<file path="src/rtl/uart_sched_pkg.sv">
// Shared types and width helpers for the UART word scheduler: FSM state
// encoding, index/counter width functions and the default word length.
package uart_sched_pkg;

    localparam int DEFAULT_BYTES_PER_WORD = 5;

    typedef enum logic [2:0] {
        ST_IDLE,
        ST_GRANT,
        ST_START,
        ST_WAIT,
        ST_GAP,
        ST_DONE
    } state_t;

    // Width of a channel index; never narrower than one bit.
    function automatic int CH_IDX_W(input int num_ch);
        return (num_ch > 2) ? $clog2(num_ch) : 1;
    endfunction

    // Width of the byte counter; holds 0 .. bytes_per_word-1.
    function automatic int BYTE_CNT_W(input int bytes_per_word);
        return (bytes_per_word > 2) ? $clog2(bytes_per_word) : 1;
    endfunction

endpackage

</file>
<file path="src/rtl/rr_arbiter.sv">
// Combinational round-robin arbiter: first set req at or after ptr wins,
// wrapping modulo NUM_CH. Returns a one-hot grant and the winner's index.
module rr_arbiter #(
    parameter int NUM_CH = 4,
    parameter int IDX_W  = 2
) (
    input  logic [NUM_CH-1:0] req,
    input  logic [IDX_W-1:0]  ptr,
    output logic [NUM_CH-1:0] grant,
    output logic [IDX_W-1:0]  grant_idx
);

    logic             found;
    logic [IDX_W-1:0] idx;

    // NOTE: every variable gets a default before the loop so no path leaves
    // one unassigned, which would otherwise infer a latch.
    always_comb begin
        grant     = '0;
        grant_idx = '0;
        found     = 1'b0;
        idx       = '0;
        for (int k = 0; k < NUM_CH; k++) begin
            idx = IDX_W'((int'(ptr) + k) % NUM_CH);
            if (!found && req[idx]) begin
                found      = 1'b1;
                grant[idx] = 1'b1;
                grant_idx  = idx;
            end
        end
    end

endmodule

</file>
<file path="src/rtl/uart_word_scheduler.sv">
// Shares one byte-serial UART link between NUM_CH word producers.
// Optional WAIT-state watchdog: define UART_WORD_SCHED_WATCHDOG_EN.
module uart_word_scheduler
    import uart_sched_pkg::*;
#(
    parameter int NUM_CH         = 4,
    parameter int WORD_W         = 40,
    parameter int BYTES_PER_WORD = DEFAULT_BYTES_PER_WORD,
    parameter int GAP_CYCLES     = 2,
    parameter int TIMEOUT        = 1024
) (
    input  logic                        clk,
    input  logic                        rst,
    input  logic [NUM_CH-1:0]           req,
    input  logic [NUM_CH*WORD_W-1:0]    data_in,
    output logic [NUM_CH-1:0]           ack,
    output logic [WORD_W-1:0]           data_out,
    output logic                        uart_start,
    input  logic                        uart_done,
    output logic [CH_IDX_W(NUM_CH)-1:0] grant_id,
    output logic                        busy,
    output logic                        error
);

    localparam int CH_W     = CH_IDX_W(NUM_CH);
    localparam int CNT_W    = BYTE_CNT_W(BYTES_PER_WORD);
    localparam int GAP_W    = (GAP_CYCLES > 1) ? $clog2(GAP_CYCLES) : 1;
    localparam int GAP_LOAD = (GAP_CYCLES > 0) ? GAP_CYCLES - 1 : 0;

    if (WORD_W != 8 * BYTES_PER_WORD) begin : g_bad_word_w
        $error("uart_word_scheduler: WORD_W must equal 8*BYTES_PER_WORD");
    end
    if (TIMEOUT < 1) begin : g_bad_timeout
        $error("uart_word_scheduler: TIMEOUT must be at least 1");
    end

    state_t              state;
    logic [NUM_CH-1:0]   req_q;
    logic [CH_W-1:0]     rr_ptr;
    logic [NUM_CH-1:0]   grant_oh_q;
    logic [CNT_W-1:0]    byte_cnt;
    logic [GAP_W-1:0]    gap_cnt;
    logic [NUM_CH-1:0]   arb_grant;
    logic [CH_W-1:0]     arb_idx;
    logic [WORD_W-1:0]   words [NUM_CH];

    for (genvar i = 0; i < NUM_CH; i++) begin : g_words
        assign words[i] = data_in[i*WORD_W +: WORD_W];
    end

    // Arbitrates on the request snapshot taken in IDLE, not the live req.
    rr_arbiter #(
        .NUM_CH (NUM_CH),
        .IDX_W  (CH_W)
    ) u_arb (
        .req       (req_q),
        .ptr       (rr_ptr),
        .grant     (arb_grant),
        .grant_idx (arb_idx)
    );

`ifdef UART_WORD_SCHED_WATCHDOG_EN
    localparam int WD_W = (TIMEOUT > 1) ? $clog2(TIMEOUT) : 1;
    logic [WD_W-1:0] wd_cnt;
`else
    assign error = 1'b0;
`endif

    // NOTE: all state uses non-blocking assignments so every register samples
    // the pre-edge values, independent of statement order.
    always_ff @(posedge clk) begin
        if (rst) begin
            state      <= ST_IDLE;
            req_q      <= '0;
            rr_ptr     <= '0;
            grant_oh_q <= '0;
            byte_cnt   <= '0;
            gap_cnt    <= '0;
            ack        <= '0;
            data_out   <= '0;
            uart_start <= 1'b0;
            grant_id   <= '0;
            busy       <= 1'b0;
`ifdef UART_WORD_SCHED_WATCHDOG_EN
            wd_cnt     <= '0;
            error      <= 1'b0;
`endif
        end else begin
            ack        <= '0;
            uart_start <= 1'b0;
            case (state)
                ST_IDLE: begin
                    if (|req) begin
                        req_q <= req;
                        state <= ST_GRANT;
                    end
                end
                ST_GRANT: begin
                    data_out   <= words[arb_idx];
                    grant_id   <= arb_idx;
                    grant_oh_q <= arb_grant;
                    busy       <= 1'b1;
                    rr_ptr     <= (arb_idx == CH_W'(NUM_CH - 1)) ? '0 : arb_idx + 1'b1;
                    uart_start <= 1'b1;
                    state      <= ST_START;
                end
                ST_START: begin
`ifdef UART_WORD_SCHED_WATCHDOG_EN
                    wd_cnt <= '0;
`endif
                    state  <= ST_WAIT;
                end
                ST_WAIT: begin
                    if (uart_done) begin
                        if (byte_cnt == CNT_W'(BYTES_PER_WORD - 1)) begin
                            byte_cnt <= '0;
                            ack      <= grant_oh_q;
                            busy     <= 1'b0;
                            state    <= ST_DONE;
                        end else begin
                            byte_cnt <= byte_cnt + 1'b1;
                            if (GAP_CYCLES == 0) begin
                                uart_start <= 1'b1;
                                state      <= ST_START;
                            end else begin
                                gap_cnt <= GAP_W'(GAP_LOAD);
                                state   <= ST_GAP;
                            end
                        end
                    end
`ifdef UART_WORD_SCHED_WATCHDOG_EN
                    else if (wd_cnt == WD_W'(TIMEOUT - 1)) begin
                        // Abandon the word; rr_ptr already moved past this channel.
                        error    <= 1'b1;
                        byte_cnt <= '0;
                        busy     <= 1'b0;
                        state    <= ST_IDLE;
                    end else begin
                        wd_cnt <= wd_cnt + 1'b1;
                    end
`endif
                end
                ST_GAP: begin
                    if (gap_cnt == '0) begin
                        uart_start <= 1'b1;
                        state      <= ST_START;
                    end else begin
                        gap_cnt <= gap_cnt - 1'b1;
                    end
                end
                ST_DONE: begin
                    state <= ST_IDLE;
                end
                default: begin
                    state <= ST_IDLE;
                end
            endcase
        end
    end

endmodule

</file>
<file path="config.mk">
export PLATFORM = sky130hd
export DESIGN_NAME = uart_word_scheduler
export DESIGN_NICKNAME = d
export VERILOG_FILES = /design/src/rtl/uart_sched_pkg.sv /design/src/rtl/rr_arbiter.sv /design/src/rtl/uart_word_scheduler.sv
export SDC_FILE = /design/constraint.sdc
export NUM_CORES = 1
export LEC_CHECK = 0
export ABC_AREA = 1
export CAP_MARGIN = 20
export CORE_MARGIN = 5
export CORE_UTILIZATION = 40
export CTS_BUF_LIST = sky130_fd_sc_hd__clkbuf_4 sky130_fd_sc_hd__clkbuf_8
export DETAILED_ROUTE_END_ITERATION = 12
export GPL_TIMING_DRIVEN = 0
export PLACE_DENSITY = 0.8
export SLEW_MARGIN = 5
export SYNTH_ARGS = -nofsm -noshare
export SYNTH_HDL_FRONTEND = slang
export SYNTH_SLANG_ARGS = --single-unit
</file>
<file path="constraint.sdc">
create_clock -name clk -period 2.1 [get_ports clk]
set_input_delay 0.63 -clock clk [delete_from_list [all_inputs] [get_ports clk]]
set_output_delay 0.63 -clock clk [all_outputs]
set_load 0.02 [all_outputs]
</file>
# ---- Word-level counts from Yosys, hierarchy flattened
# Index checks and enable logic that the tools add are counted.
dict set report op_classes {
  div 0
  bitwise 7
  addsub 6
  mux 46
  order_cmp 9
  shift 0
  reduce_logical 20
  mul 0
  n_eq_ne 11
}
# cell count
set op_table {}
lappend op_table {{$bmux 40 s2} 1}
lappend op_table {{$mux 40} 2}
lappend op_table {{$mux 1} 18}
lappend op_table {{$mux 4} 4}
lappend op_table {{$pmux 3 s5} 1}
lappend op_table {{$lt 2x3->1 const B} 4}
lappend op_table {{$mux 3} 4}
lappend op_table {{$or 4x4->4} 3}
lappend op_table {{$mux 2} 5}
lappend op_table {{$ne 2x2->1 const B} 5}
lappend op_table {{$reduce_and 3->1} 3}
lappend op_table {{$bmux 1 s2} 4}
lappend op_table {{$demux 1 s2} 4}
lappend op_table {{$ge 2x1->1 const B} 4}
lappend op_table {{$reduce_or 4->1} 2}
lappend op_table {{$logic_and 1x1->1} 7}
lappend op_table {{$eq 3x2->1 const B} 2}
lappend op_table {{$eq 3x3->1 const B} 2}
lappend op_table {{$pmux 1 s2} 3}
lappend op_table {{$add 2x1->2 const B} 2}
lappend op_table {{$add 2x2->2 const B} 2}
lappend op_table {{$reduce_and 2->1} 2}
lappend op_table {{$reduce_bool 2->1} 2}
lappend op_table {{$add 3x1->3 const B} 1}
lappend op_table {{other kinds (8)} 12}
dict set report totals {
  elab_cells 110
  ramBits 0
  latch_bits 0
  register_bits 65
  mem_bits_ro 0
  mem_count 0
  inputBits 167
  out_inout_bits 49
}

# ---- Longest topological paths before layout
dict set report depth {
  ltp_word 16
  mapped_depth 17
  ltp_nobuf 15
}

# ---- By module
# From an unflattened synthesis, not the netlist that was laid out.
dict set report unflattened {
  hier_cells 688
  hier_area_um2 4259.1
}
# mod cells_each area_each_um2 seq_area_each_um2 n_inst
set modules_own_cells {}
lappend modules_own_cells {uart_word_scheduler 615 3819.9 1301.2 1}
lappend modules_own_cells {rr_arbiter 73 439.2 0.0 1}

# ---- Worst setup path before layout
# No wires, ideal clock.
dict set report synth_timing {
  kind {reg-to-reg}
  start {register rr_ptr[0]}
  end {register data_out[23]}
  setup_time_ps 109
  t_arrival_ps 2038
  n_path_buf 2
  period_less_slack_ps 2147
  required_time_ps 1991
  path_stages_with_launch 18
  setup_slack_ps -47
  cell_sequence {dfxtp_1 > buf_6 > inv_6 > ha_1 > inv_1 > nand3_1 > nand2_1 > nor2_4 > nand2_1 > nand2_1 > nand2_4 > nand2_8 > buf_2 > nand2_1 > nand3_1 > nand3_1 > nand2_1 > inv_1}
}
dict set report synth_via {
  elab_chain_len 16
  word_cells_on_any_way 28
  cone_classes {3 x add/sub; 18 x mux; 1 x bitwise; 6 x reduce/logical}
}
# item line_no
set synth_lines {}
lappend synth_lines {{start, declared} uart_word_scheduler.sv:39} ;# logic [CH_W-1:0] rr_ptr;
lappend synth_lines {{start signal, assigned} uart_word_scheduler.sv:103} ;# rr_ptr <= (arb_idx == CH_W'(NUM_CH - 1)) ? '0 : arb_idx + 1'b1;
lappend synth_lines {{branches (longest 11 deep; another with $add 2x1->2)} -}
lappend synth_lines {{$mux 2 *} rr_arbiter.sv:25} ;# if (!found && req[idx]) begin
lappend synth_lines {{$not 2->3 (not written as such) *} uart_word_scheduler.sv:99} ;# data_out <= words[arb_idx];
lappend synth_lines {{$bmux 40 s2 *} uart_word_scheduler.sv:99}
lappend synth_lines {{$mux 40 (not written as such) * (2 in series)} uart_word_scheduler.sv:99}
lappend synth_lines {{end signal, assigned} uart_word_scheduler.sv:99}
lappend synth_lines {{end, declared} uart_word_scheduler.sv:17} ;# output logic [WORD_W-1:0] data_out,
# Every way passes the cells marked *. The select of a mux whose other input is x is not followed.
# A chain may end at the register's enable or synchronous reset.

# ---- Worst setup path in the final report
dict set report layout_timing {
  start {register rr_ptr[0]}
  end {register data_out[35]}
}
# The elaborated chain is that of the path after synthesis.

==> metrics list <==
- In the global route stage, met3 resource usage came out at ~6.3%.
* Global-route met2 utilization: 42.05%
* Root buffer cell: clkbuf_8
* Met1 global-route usage: between 20% and 30%
- The floorplan step set the die height to about 120 um.
- Post-Synthesis Cells: about 830
* Final GP Congestion: 0.9143
- In this run the most used layer during global routing was met2.
- Post-Synth XOR/XNOR Area: 0%
* Portion of the clock cycle consumed by the worst path in the final layout: 104.3%
- After synthesis, the largest family of logic cells by area is simple AND/OR/NAND/NOR gates.
- The multi-input combinational cells in the finished layout cover a total of approximately 0.0032 mm2.
- Counting flops and latches in the post-synthesis netlist gives between 60 and 70.
- In this run the worst path has a maximum fanout of 10.
* Num CTS Buffers: 9
* Register area share after synthesis: a little over a quarter
* Most common cell after layout, fill and taps aside: inv_1
* Post-synthesis share of cell area spent on and, or, nand and nor gates: 37.91%
- Sequential standard cell area: approximately 0.0013 mm2
- Area of the die: 0.01458 mm2
- In this run the tightest slew margin relative to its limit is approximately 65%.
- Internal portion of total power: 0.006836 W
* Proportion of register bits with asynchronous set or reset after synthesis: 0%
* Tot GR Track Use: roughly 24%
- Of the post-synthesis cell area, the dominant cell type holds around a quarter.
- Clock power share: 8.7%
- Starting utilization of the core area: 40.83%
- In the post-route analysis, the smallest setup slack over all paths is -0.08953 ns.
* Post-synth design cell area: 0.004905 mm2
- The pre-antenna-repair detailed-routing pass consisted of 5 iterations.
- Max Buffers Root-to-Sink: 2
* HPWL after DPL: roughly 13 mm
- The core region is approximately 0.012 mm2.
* Iter 0 DRT Violations: around 360
- Area fraction in compound gates after synthesis: roughly 11%
* Final hold viol count: 0
- The final layout contains routed wiring with a total length of between 15 and 20 mm.
- Hold is met by between 0.4 and 0.5 ns.
- At the worst endpoint, the arrival time is 2.45 ns.
* Crit start category: flop
- Library cell with the largest summed area after synthesis: dfxtp_1
- In this run the cell area measured after placement is between 0.007 and 0.008 mm2.
* Required time at the worst-slack endpoint: around 2.4 ns
- Final setup violating endpoints: 39
- Once layout is complete, the cells apart from fillers number roughly 1,200.
* Filler cells: 993
- Commonest cells after routing, fill and taps aside: inv_1, clkdlybuf4s50_1, nand3_1
* Via count: between 6,000 and 7,000
- CTS saw 65 sinks.
* Post-synthesis mux area share: 0%
* Global-route wire length before repair: between 20 and 30 mm
- The initial antenna violation count is 0.
- A synthesized cell averages slightly below 6 um2.
* Cell count after placement: 1,193
- Cell area power density: between 1500 and 2000 mW/mm2
- Nets@finish: between 1,000 and 1,500
- Entering global routing, the biggest net connects 11 pins.
- Design Area, Final: about 0.0087 mm2
- Sequential cells account for 12.2% of the total power.
- Die outline width: around 120 um
- Via count of the first global-routing pass: 5,865
* Area added between synthesis and finish: 77.17%
- The max-slew violation count is 0.
- 0 antenna diodes ended up in the layout.
- STA classifies the critical path endpoint as a flop.
- Clk Latency, worst-skew pair: about 0.35 ns
- Number of port buffers: 214
- Worst IR Drop VDD: 0.7275 mV
- Congestion Overflow GR: 0
* Clock input transition at the sequential cells of the worst setup and hold paths: ~0.070 ns
- Number of warning messages in the yosys log: 0
* Post-route DRC violation count: 0
- The tightest min-delay check is of the flop to flop type.
- The checks that failed: setup timing.
- Of the cells placed in the final design, the portion with a size suffix greater than 1 is approximately a fifth.
- TritonCTS clock tree: done
* Minimum period implied by the final worst setup slack: between 2 and 2.5 ns
- After Yosys synthesis, full adders, half adders and majority gates account for under 10% of the synthesized area.
- Combinational power share: between 70% and 80%
* # Max-Cap Violations: 0
* Hold-fix buffers, CTS: 0
- Worst-margin pin slew: roughly 0.53 ns
- Based on the critical path, the design can be clocked at up to between 400 and 500 MHz.
- The netlist uses 37 different library cells.
* Via density per instance: between 5 and 6
- Routed wire per std cell: ~16 um
- Prevailing post-synth register cell: dfxtp_1
* Top post-synthesis cells by area: dfxtp_1, nand3_1, inv_1
- The number of nets in the synthesized netlist is between 1,000 and 1,500.
- Net switching is 49.28% of the power.
- Summed over all cells, the static leakage comes to 4.406 nW.
- Standard-cell row count: 40
- The worst setup path is of the flop to flop kind.
- The analysis attributes to net switching a power of between 0.006 and 0.007 W.
- Yosys mapped a number of flops with a built-in enable equal to 0.
- The run finished, with violations left.
- # H-tree levels: 3
- Setup repair after global routing missed its margin: yes
* Number of I/O pins: 216
- For the final database, setup skew stands at 0.006251 ns.
- Number of antenna-violating nets in the routed design: 0
==> routing by layer <==
metal | vias up | wire length (um)
li1 | 3069 | -
met5 | - | 0
met3 | 49 | 1585
met1 | 2789 | 7777
met2 | 269 | 9596
met4 | 0 | 646
==> worst paths after layout <==
path | startpoint | to | slack (ns) | cells after the start
hold reg to reg | grant_oh_q[0] | ack[0] | 0.43 | 2
hold / removal | grant_oh_q[0] | ack[0] | 0.43 | 2
setup reg to reg | rr_ptr[0] | data_out[35] | -0.09 | 16
setup / recovery | rr_ptr[0] | data_out[35] | -0.09 | 16
==> registers in the layout, indices dropped and copies added, names as in the netlist <==
signal      cells
ack             4
busy            1
byte_cnt        3
data_out       40
gap_cnt         1
grant_id        2
grant_oh_q      4
req_q           4
rr_ptr          2
state           3
uart_start      1
==> timing repair <==
| item | in CTS | in global routing |
|---|---|---|
| buffers inserted | 12 | 2 |
| pin swaps | 19 | 52 |
| endpoints found under the hold margin | 0 | 0 |
| gates cloned | 5 | 7 |
| endpoints found under the setup margin | 42 | 41 |
| gates resized for setup | 104 | 134 |
==> through the flow <==
step                      setup slack, ns  TNS [ns]  total power (W)  util (%)
after global routing              -0.1916    -5.650          0.01428     72.34
after floorplan                   0.05871         0         0.006280         -
after global placement            -0.3898    -12.27         0.008304     60.39
after CTS                        -0.03331   -0.3708          0.01144     67.01
final                            -0.08953    -1.700          0.01348     72.34
after detailed placement          -0.4346    -12.95         0.008375     60.39
==> critical path: stages (launching register included) <==
cell and delay (ns):
dfxtp_2 0.34, buf_6 0.12, inv_8 0.04, ha_4 0.29
inv_4 0.05, nand2_4 0.06, nand2_4 0.06, nor2_4 0.15
buf_6 0.14, nand2_8 0.06, nand2_8 0.17, buf_6 0.16
nand3_1 0.09, nand3_1 0.13, nand3_1 0.10, nand2_1 0.09
inv_1 0.03
==> layout make-up <==
| cell class | instances | area share [%] |
|---|---|---|
| Buffer | 49 | 4.939 |
| Clock buffer | 14 | 2.073 |
| Clock inverter | 2 | 0.4032 |
| Inverter | 225 | 9.921 |
| Multi-Input combinational cell | 495 | 37.13 |
| Sequential cell | 65 | 15.03 |
| Tap cell | 147 | 2.117 |
| Timing Repair Buffer | 235 | 28.38 |
==> Yosys cell counts (2+ instances only) <==
| cell type | instances |
|---|---|
| inv_2 | 2 |
| nand3_1 | 209 |
| nand2_4 | 2 |
| o21a_1 | 41 |
| nand4_1 | 3 |
| buf_2 | 24 |
| buf_4 | 5 |
| nor3_1 | 4 |
| nand2_2 | 4 |
| nor2_4 | 2 |
| dfxtp_1 | 65 |
| clkbuf_1 | 16 |
| a211oi_1 | 2 |
| a221oi_1 | 4 |
| buf_6 | 2 |
| inv_1 | 220 |
| clkinv_1 | 2 |
| buf_1 | 3 |
| nor2_1 | 14 |
| a31oi_1 | 3 |
| nand2_1 | 159 |
| ha_1 | 7 |
| a21oi_1 | 13 |
| o21ai_0 | 12 |
| o21ai_1 | 2 |
==> kinds of logic (layout without fill, tap and decap cells) <==
kind of cell | Yosys count | count (layout)
buffers and inverters | 275 | 525
adders and majority gates | 7 | 7
other | 1 | 1
and+or+nand+nor | 402 | 405
AOI/OAI and AO/OA | 82 | 82
DFF | 65 | 65
==> power groups by stage <==
stage                     Sequential (W)  Clock (W)  Combinational (W)
after global placement           0.00164          0            0.00666
final                            0.00164    0.00117             0.0107
after CTS                        0.00163    0.00118            0.00863
after floorplan                  0.00188          0            0.00440
after global routing             0.00167    0.00124             0.0114
after detailed placement         0.00165          0            0.00672
(Power assumes the default switching activity.)
